`src/rtl/uart_pkg.sv`:
```
// ---------------------------------------------------------------------------
// uart_pkg
// Shared UART definitions: transmit arbiter FSM encoding, arbiter defaults,
// the UART register-map offsets, and a small round-robin stepping helper.
// No ports (package).
// ---------------------------------------------------------------------------
package uart_pkg;

    // Transmit arbiter FSM: IDLE has no owner, LOCK holds a grant.
    typedef enum logic [0:0] {
        ST_IDLE = 1'b0,
        ST_LOCK = 1'b1
    } arb_state_e;

    // Idle LOCK cycles tolerated before a held grant is revoked.
    localparam int UART_TX_TIMEOUT_DEFAULT = 1024;

    // Width of the arbiter idle counter.
    localparam int UART_IDLE_CNT_W = 16;

    // UART register map (byte offsets).
    localparam logic [7:0] UART_REG_DATA        = 8'h00;
    localparam logic [7:0] UART_REG_STATUS      = 8'h04;
    localparam logic [7:0] UART_REG_CTRL        = 8'h08;
    localparam logic [7:0] UART_REG_BAUD        = 8'h0C;
    localparam logic [7:0] UART_REG_ARB_TIMEOUT = 8'h10;

    // Next requester index after idx, wrapping at n.
    function automatic logic [2:0] rr_next(input logic [2:0] idx, input int n);
        if (int'(idx) >= n - 1) begin
            return 3'd0;
        end
        return idx + 3'd1;
    endfunction

endpackage

```
`src/rtl/uart_tx_arbiter_rr_pick.sv`:
```
// ---------------------------------------------------------------------------
// rr_pick
// Combinational round-robin picker. Searches req starting at last+1 and
// wrapping modulo NREQ; reports the first set request.
// Ports:
//   req  [NREQ-1:0] in  : request vector
//   last [2:0]      in  : index granted most recently
//   any             out : at least one request is set
//   idx  [2:0]      out : chosen index (0 when any=0)
// ---------------------------------------------------------------------------
module rr_pick
    import uart_pkg::*;
#(
    parameter int NREQ = 4
) (
    input  logic [NREQ-1:0] req,
    input  logic [2:0]      last,
    output logic            any,
    output logic [2:0]      idx
);

    always_comb begin
        logic [2:0] cand;
        any  = 1'b0;
        idx  = 3'd0;
        cand = last;
        // Step NREQ times; the last step comes back to 'last' itself, so the
        // previous owner is considered only after everyone else.
        for (int k = 0; k < NREQ; k++) begin
            cand = rr_next(cand, NREQ);
            for (int j = 0; j < NREQ; j++) begin
                if (!any && (cand == 3'(j)) && req[j]) begin
                    any = 1'b1;
                    idx = cand;
                end
            end
        end
    end

endmodule

```
`src/rtl/uart_tx_arbiter.sv`:
```
// ---------------------------------------------------------------------------
// uart_tx_arbiter
// Merges NREQ byte streams into the single UART transmitter input stream.
// A requester wins round-robin arbitration, keeps the grant until it sends a
// byte with s_tlast, and loses it early if it stays idle for TIMEOUT cycles.
// Ports:
//   clk, rst_n                 : clock, async active-low reset
//   s_tdata  [NREQ*8-1:0] in   : requester bytes, requester i at [8i+7:8i]
//   s_tvalid [NREQ-1:0]   in   : per-requester byte valid
//   s_tlast  [NREQ-1:0]   in   : per-requester last byte of message
//   s_tready [NREQ-1:0]   out  : per-requester byte accepted
//   m_tdata  [7:0]        out  : byte to transmitter
//   m_tvalid              out  : m_tdata valid
//   m_tready              in   : transmitter accepts byte
//   grant    [2:0]        out  : current owner (meaningful while busy)
//   busy                  out  : a grant is held
//   timeout               out  : one-cycle pulse when a grant is revoked idle
//   dbg_state             out  : FSM state for observation
//
// Handshake: on every port a beat transfers on a rising clk edge where valid
// and ready are both 1. Valid never waits on ready; once m_tvalid is high,
// m_tdata and m_tvalid hold until the beat transfers.
// ---------------------------------------------------------------------------
module uart_tx_arbiter
    import uart_pkg::*;
#(
    parameter int NREQ    = 4,
    parameter int TIMEOUT = UART_TX_TIMEOUT_DEFAULT
) (
    input  logic              clk,
    input  logic              rst_n,
    input  logic [NREQ*8-1:0] s_tdata,
    input  logic [NREQ-1:0]   s_tvalid,
    input  logic [NREQ-1:0]   s_tlast,
    output logic [NREQ-1:0]   s_tready,
    output logic [7:0]        m_tdata,
    output logic              m_tvalid,
    input  logic              m_tready,
    output logic [2:0]        grant,
    output logic              busy,
    output logic              timeout,
    output arb_state_e        dbg_state
);

    localparam logic [UART_IDLE_CNT_W-1:0] IDLE_LIMIT = UART_IDLE_CNT_W'(TIMEOUT - 1);
    localparam logic [2:0]                 LAST_RST   = 3'(NREQ - 1);

    arb_state_e                 state;
    logic [2:0]                 last_grant;
    logic [UART_IDLE_CNT_W-1:0] idle_cnt;

    logic       pick_any;
    logic [2:0] pick_idx;

    logic       owner_valid;
    logic       owner_last;
    logic [7:0] owner_data;
    logic       out_free;
    logic       owner_fire;

    rr_pick #(
        .NREQ (NREQ)
    ) u_rr_pick (
        .req  (s_tvalid),
        .last (last_grant),
        .any  (pick_any),
        .idx  (pick_idx)
    );

    // Mux the owner's stream out of the flat request buses.
    always_comb begin
        owner_valid = 1'b0;
        owner_last  = 1'b0;
        owner_data  = 8'h00;
        for (int i = 0; i < NREQ; i++) begin
            if (grant == 3'(i)) begin
                owner_valid = s_tvalid[i];
                owner_last  = s_tlast[i];
                owner_data  = s_tdata[8*i +: 8];
            end
        end
    end

    // The output register can take a byte when empty or draining this cycle.
    assign out_free   = !m_tvalid || m_tready;
    assign owner_fire = (state == ST_LOCK) && owner_valid && out_free;

    always_comb begin
        s_tready = '0;
        for (int i = 0; i < NREQ; i++) begin
            s_tready[i] = (state == ST_LOCK) && (grant == 3'(i)) && out_free;
        end
    end

    assign busy      = (state == ST_LOCK);
    assign dbg_state = state;

    always_ff @(posedge clk or negedge rst_n) begin
        if (!rst_n) begin
            state      <= ST_IDLE;
            grant      <= 3'd0;
            last_grant <= LAST_RST;
            idle_cnt   <= '0;
            timeout    <= 1'b0;
            m_tdata    <= 8'h00;
            m_tvalid   <= 1'b0;
        end else begin
            timeout <= 1'b0;

            // Output register: load beats the drain so throughput stays at
            // one byte per cycle while m_tready is high.
            if (owner_fire) begin
                m_tdata  <= owner_data;
                m_tvalid <= 1'b1;
            end else if (m_tready) begin
                m_tvalid <= 1'b0;
            end

            case (state)
                ST_IDLE: begin
                    // A new grant may be issued while the previous owner's
                    // final byte is still waiting in the output register.
                    if (pick_any) begin
                        grant    <= pick_idx;
                        idle_cnt <= '0;
                        state    <= ST_LOCK;
                    end
                end
                ST_LOCK: begin
                    if (owner_fire) begin
                        idle_cnt <= '0;
                        if (owner_last) begin
                            last_grant <= grant;
                            state      <= ST_IDLE;
                        end
                    end else if (!owner_valid) begin
                        // Only a silent owner counts as idle; an owner stalled
                        // by m_tready is not.
                        if (idle_cnt == IDLE_LIMIT) begin
                            timeout    <= 1'b1;
                            last_grant <= grant;
                            state      <= ST_IDLE;
                        end else begin
                            idle_cnt <= idle_cnt + 1'b1;
                        end
                    end
                end
                default: begin
                    state <= ST_IDLE;
                end
            endcase
        end
    end

endmodule

```
`config.mk`:
```
export PLATFORM = sky130hd
export DESIGN_NAME = uart_tx_arbiter
export DESIGN_NICKNAME = d
export VERILOG_FILES = /design/src/rtl/uart_pkg.sv /design/src/rtl/uart_tx_arbiter_rr_pick.sv /design/src/rtl/uart_tx_arbiter.sv
export SDC_FILE = /design/constraint.sdc
export NUM_CORES = 1
export LEC_CHECK = 0
export ABC_CLOCK_PERIOD_IN_PS = 6600
export CAP_MARGIN = 10
export CORE_UTILIZATION = 35
export CTS_CLUSTER_DIAMETER = 200
export CTS_CLUSTER_SIZE = 20
export DETAILED_ROUTE_END_ITERATION = 6
export SLEW_MARGIN = 20
export SYNTH_ARGS = -nofsm -noshare
export SYNTH_HDL_FRONTEND = slang
export SYNTH_SLANG_ARGS = --single-unit
```
`constraint.sdc`:
```
create_clock -name clk -period 6.6 [get_ports clk]
set_clock_uncertainty 0.05 [all_clocks]
set_input_delay 1.32 -clock clk [delete_from_list [all_inputs] [get_ports clk]]
set_output_delay 1.32 -clock clk [all_outputs]
set_load 0.05 [all_outputs]
```
# [Yosys cells after proc, flatten, opt, wreduce, memory -nomap -nowiden]
# Index checks and enable logic that the tools add are counted.
[classes] addsub=5 magnitude_cmp=4 eq_ne=21 muxes=77 n_bitwise=1 n_reduce_logical=68
[ops] op="2-to-1 mux 3 bit" count=28
[ops] op="2-to-1 mux 16 bit" count=4
[ops] op="logical AND 1 bit" count=41
[ops] op="2-to-1 mux 1 bit" count=39
[ops] op="2-to-1 mux 8 bit" count=4
[ops] op="case mux 16 bit (2 select lines)" count=1
[ops] op="equality test 3 x 2 -> 1 bit (second input constant)" count=10
[ops] op="adder 16 x 1 -> 16 bit (second input constant)" count=1
[ops] op="equality test 16 x 10 -> 1 bit (second input constant)" count=1
[ops] op="logical NOT 1 bit" count=16
[ops] op="equality test 3 x 1 -> 1 bit (second input constant)" count=5
[ops] op="logical NOT 3 bit" count=5
[ops] op="adder 3 x 1 -> 3 bit (second input constant)" count=4
[ops] op="greater-or-equal comparator 3 x 2 -> 1 bit (second input constant)" count=4
[ops] op="!= test 2 bit (second input constant)" count=2
[ops] op="AND reduction 4 bit" count=1
[ops] op="nonzero test 2 bit" count=2
[ops] op="!= test 3 x 2 -> 1 bit (second input constant)" count=1
[ops] op="!= test 3 bit (second input constant)" count=1
[ops] op="AND reduction 3 bit" count=1
[ops] op="!= test 2 x 1 -> 1 bit (second input constant)" count=1
[ops] op="case mux 1 bit (2 select lines)" count=1
[ops] op="AND reduction 2 bit" count=1
[ops] op="logical OR 1 bit" count=1
[ops] op="inverter 1 bit" count=1
[totals] register_bits=33 input_bits=43 output_inout_bits=19 word_cells=183

# [Logic depth before layout (Yosys ltp)]
# Gate-level depths: netlist of run 1.
[logic_depth] word_depth=68 ltp_mapped=27 depth_no_buf=25

# [By module]
# From an unflattened synthesis of run 1, not the netlist that was laid out.
[hier_totals] hier_cells=284 hier_area_um2=2785.2
[by_module_without_submodules] module="uart_tx_arbiter" n_inst=1 cells_per_inst=198 area_each_um2=2020.7 seq_area_each_um2=828.3
[by_module_without_submodules] module="rr_pick" n_inst=1 cells_per_inst=86 area_each_um2=764.5 seq_area_each_um2=0.0

# [Least setup slack after synthesis of run 1]
# OpenSTA, ideal clock, no wires.
[synth_path] path_type="register to register" startpoint="register last_grant[0]" endpoint="register grant[1]" arrival_time_ns=4.670 slack_ns=1.755 path_stages_with_launch=24 n_path_buf=0 period_less_slack_ns=4.845 path_cell_list="dfstp_2 -> ha_1 -> ha_1 -> a2111oi_4 -> inv_1 -> ha_1 -> nor3_1 -> nand2_1 -> inv_1 -> ha_1 -> ha_1 -> inv_1 -> o31ai_1 -> nand2_1 -> nand2_1 -> inv_1 -> ha_1 -> ha_1 -> nand2_1 -> a211oi_1 -> o221a_2 -> nor3b_4 -> a21oi_4 -> mux2_4"
[synth_between] elab_chain_cells=67 word_cells_on_any_way=111
[synth_rtl] item="start: declaration" line="uart_tx_arbiter.sv:49" source="logic [2:0] last_grant;"
[synth_rtl] item="start signal: assignment" line="uart_tx_arbiter.sv:133" source="last_grant <= grant;"
[synth_rtl] item="start signal: assignment" line="uart_tx_arbiter.sv:141" source="last_grant <= grant;"
[synth_rtl] item="greater-or-equal comparator 3 x 2 -> 1 bit" line="uart_pkg.sv:30" source="if (int'(idx) >= n - 1) begin"
[synth_rtl] item="2-to-1 mux 1 bit" line="uart_pkg.sv:30"
[synth_rtl] item="2-to-1 mux 3 bit (*)" line="uart_pkg.sv:33" source="return idx + 3'd1;"
[synth_rtl] item="logical NOT 3 bit" line="uart_tx_arbiter_rr_pick.sv:32" source="if (!any && (cand == 3'(j)) && req[j]) begin"
[synth_rtl] item="logical AND 1 bit" line="uart_tx_arbiter_rr_pick.sv:32"
[synth_rtl] item="2-to-1 mux 1 bit" line="uart_tx_arbiter_rr_pick.sv:32"
[synth_rtl] item="logical NOT 1 bit" line="uart_tx_arbiter_rr_pick.sv:32"
[synth_rtl] item="logical AND 1 bit (2 in series)" line="uart_tx_arbiter_rr_pick.sv:32"
[synth_rtl] item="[48 not listed]"
[synth_rtl] item="2-to-1 mux 1 bit" line="uart_tx_arbiter_rr_pick.sv:32"
[synth_rtl] item="logical NOT 1 bit" line="uart_tx_arbiter_rr_pick.sv:32"
[synth_rtl] item="logical AND 1 bit (2 in series)" line="uart_tx_arbiter_rr_pick.sv:32"
[synth_rtl] item="2-to-1 mux 1 bit" line="uart_tx_arbiter_rr_pick.sv:32"
[synth_rtl] item="logical NOT 1 bit" line="uart_tx_arbiter_rr_pick.sv:32"
[synth_rtl] item="logical AND 1 bit (2 in series)" line="uart_tx_arbiter_rr_pick.sv:32"
[synth_rtl] item="2-to-1 mux 1 bit" line="uart_tx_arbiter_rr_pick.sv:32"
[synth_rtl] item="AND reduction 2 bit (no line)"
[synth_rtl] item="end signal: assignment" line="uart_tx_arbiter.sv:124" source="grant <= pick_idx;"
[synth_rtl] item="end: declaration" line="uart_tx_arbiter.sv:39" source="output logic [2:0] grant,"
# Every way passes the cells marked *; elsewhere a longest branch is shown, timed or not.
# A chain may end at the register's enable or synchronous reset.

# [Final worst setup path of run 1]
[layout_path] startpoint="register last_grant[0]" endpoint="register grant[2]"
# The elaborated chain is that of the path after synthesis.

==> flow_summary.yaml, run 1 <==
detailed_routing:
  avgViaCountPerCell: 5.32
  drtAntennaViolNets: 0
  wl_um: 6240
  routedWlPerCell_um: 14.5
  drtPass1Iterations: 4
  drcViolationCount: 0
  vias: 2287
  drt_iter0_markers: 86
clocking:
  cts_buffers: 5
  clock-root-buffer: "clkbuf_8"
  cts_hold_buf: 0
  cts_buffer_depth: 2
  cts.sinks: 33
  ctsHtreeMaxLevel: 2
  ctsResizeCount: 0
  clk_latency_ns: 0.28
  cts_setup_buffers: 0
  clk_pin_slew_worst_paths_ns: 0.07
  cts_tree: "done"
synth:
  synth_cells: 274
  async_flop_share: 1.00
  ys_ff_latch: 33
  ys_seq_area_frac: 0.319
  syn_area_per_cell_um2: 9.46
  synth-main-ff-cell: "dfrtp_1"
  synth_edf_count: 0
  syn_area_mm2: 0.00259
  synth_cell_types: 57
  yosysWarnings: 0
  synthesis.nets: 335
global_route:
  grt_pass1_vias: 2073
  track_usage: 0.167
  grt_max_degree: 34
  grt_overflow: 0
  antenna_found_initial: 0
  grt_first_pass_wirelength_um: 9890
worst_setup_path:
  crit_type: "flip-flop to flip-flop"
  r2r.worst_path.cells: 23
  path_max_fanout: 19
  endpoint_kind: "flip-flop"
  worstPathArrival_ns: 5.85
  r2r_slack_ns: 0.87
  crit_path_start_kind: "flip-flop"
  cp.required_ns: 6.72
  r2r-end: "grant[2]"
  reg2reg_from: "last_grant[0]"
timing:
  worstMarginPinSlew_ns: 0.989
  tns_ns: 0
  rsz0062_at_grt: "no"
  timing.final.crit_period_ns: 5.73
  hold_viol: 0
  maxSlewViolCount: 0
  slew-limit-headroom: 0.338
  setup_viol: 0
  fmax_mhz: 174
  hold_ws_ns: 0.488
  period_share: 0.869
worst_hold_path:
  hp-start: "m_tdata[5]"
  holdCritPathClass: "flip-flop to flip-flop"
  hold_depth: 2
  holdPathEnd: "m_tdata[5]"
cells_and_area:
  diodes: 0
  final_cells: 430
  syn_to_final_growth_pct: 30.1
  drive_gt1_frac: 0.112
  fin_nets: 391
  design_area_mm2: 0.00337
floorplan:
  row_count: 31
  dieHeight_um: 88.1
  die_area_mm2: 0.00776
  core_mm2: 0.00721
  num_io_pins: 62
  chipWidth_um: 88.1
  initial_core_util: 0.359
place:
  place.gp.congestion: 0.893
  io_buffers: 61
  hpwl_um: 4720
  numPlacedInstances: 422
  post_dp_cell_area_mm2: 0.00326
outcome:
  run_status: "finished, final reports clean"
job:
  maxCapViolations: 0
==> routing by layer <==
| metal | up-vias | share of wire | GRT usage | routed length (µm) |
|---|---|---|---|---|
| met4 | 0 | 0.019 | 0.0674 | 118 |
| li1 | 1103 | - | - | - |
| met2 | 82 | 0.46 | 0.260 | 2870 |
| met3 | 9 | 0.073 | 0.0320 | 455 |
| met5 | - | 0 | 0 | 0 |
| met1 | 1093 | 0.45 | 0.227 | 2790 |
==> synth_stat cells, types with 2 or more instances <==
library cell  number  area share
dfstp_2            2       0.020
nor3_1            23       0.044
o21ai_0           15       0.029
mux4_2            10       0.087
or4_1              2      0.0058
nand2_1           20       0.029
a31oi_1            3      0.0072
a21oi_1            4      0.0077
clkbuf_1           6      0.0087
xnor2_1           13       0.044
or2_2              3      0.0072
mux2i_1            2      0.0077
a222oi_1           2      0.0077
buf_2              2      0.0039
mux2_4             2       0.012
buf_4              2      0.0058
mux2_2             2      0.0087
and2_4             2      0.0068
nor4_1             4      0.0097
a211oi_1           3      0.0087
o211ai_1           2      0.0058
nand3_1           19       0.037
dfrtp_1           31        0.30
buf_6              3       0.013
inv_1             26       0.038
nand4_1            4      0.0097
and3_1             3      0.0072
nor2_1            12       0.017
ha_1              18       0.087
and2_1             4      0.0097
a311oi_1           2      0.0068
nand2b_1           3      0.0072
==> cell families (layout without fill, tap and decap cells) <==
kind of cell               count (synthesis)  count (layout)  share of synthesized area
muxes                                     16              16                      0.115
and+or+nand+nor                          109             109                      0.228
AOI/OAI and AO/OA                         45              45                      0.137
buffers and inverters                     40              97                     0.0705
xor gates and xnor gates                  13              13                     0.0439
DFF                                       33              33                      0.319
adders and majority gates                 18              18                     0.0869
==> layout by cell type (no fill, tap or decap), drive strengths merged, types with 4 or more instances in the layout <==
master,n
ha,18
clkbuf,7
xnor2,13
inv,26
o21ai,16
mux2,4
and2,6
a21oi,5
mux4,10
nand2,20
nor4,4
nand3,19
clkdlybuf4s50,61
nor2,12
nand4,4
nor3,23
dfrtp,31
==> metrics by stage <==
| stage | utilization | setup slack (ns) |
|---|---|---|
| 6_report | 0.468 | 0.867 |
| 3_5_place_dp | 0.451 | 0.957 |
| 2_1_floorplan | - | 1.76 |
| 5_1_grt | 0.468 | 0.481 |
| 4_1_cts | 0.468 | 0.941 |
| 3_3_place_gp | 0.451 | 1.11 |
==> critical path: stages, from the launching register on <==
cell and delay (ns):
dfstp_2 0.64, ha_1 0.18, ha_1 0.24, a2111oi_4 0.47, inv_1 0.11, ha_1 0.28, nor3_1 0.46, nand2_1 0.19
inv_1 0.14, ha_1 0.16, ha_1 0.21, inv_1 0.10, o31ai_1 0.10, nand2_1 0.16, nand2_1 0.16, inv_1 0.08
ha_1 0.19, ha_1 0.29, nand2_1 0.06, a211oi_1 0.20, o221a_2 0.26, nor3b_4 0.06, a21oi_4 0.48, mux2_4 0.35
==> cell type report <==
cell class | instances | area, µm²
Clock buffer | 7 | 86.3
Clock inverter | 1 | 30.0
Fill cell | 713 | 3840
Inverter | 26 | 97.6
Multi-Input combinational cell | 201 | 1580
Sequential cell | 33 | 828
Tap cell | 99 | 124
Timing Repair Buffer | 63 | 626
==> worst max path at each step <==
stage | from | end | slack (ns) | cells past startpoint
after CTS | last_grant[0] | grant[2] | 0.94 | 23
after global placement | last_grant[0] | grant[1] | 1.11 | 23
after floorplan | last_grant[0] | grant[1] | 1.76 | 23
after detailed placement | last_grant[0] | grant[2] | 0.96 | 23
after global routing | last_grant[0] | grant[2] | 0.48 | 23
final | last_grant[0] | grant[2] | 0.87 | 23
==> state kept, by name (all words and copies together), names as in the netlist <==
register    count
busy            1
grant           3
idle_cnt       16
last_grant      3
m_tdata         8
m_tvalid        1
timeout         1
Power of run 1 is not shown: default switching activity piles up to over one toggle a cycle in this logic, so the estimate is an artifact.
==> run 2: changes to the inputs <==
Settings changed: SLEW_MARGIN 20 to 10.
==> results of run 2 <==
The final DEF is identical to that of run 1; final timing and power are the same.
Power of run 2 is left out for the same reason.
==> run 3: changes to the inputs <==
Settings changed: CORE_MARGIN set to 1, CTS_CLUSTER_SIZE 20 to 25.
==> results of run 3 <==
The final DEF is identical to that of run 1; final timing and power are the same.
Power of run 3 is left out for the same reason.
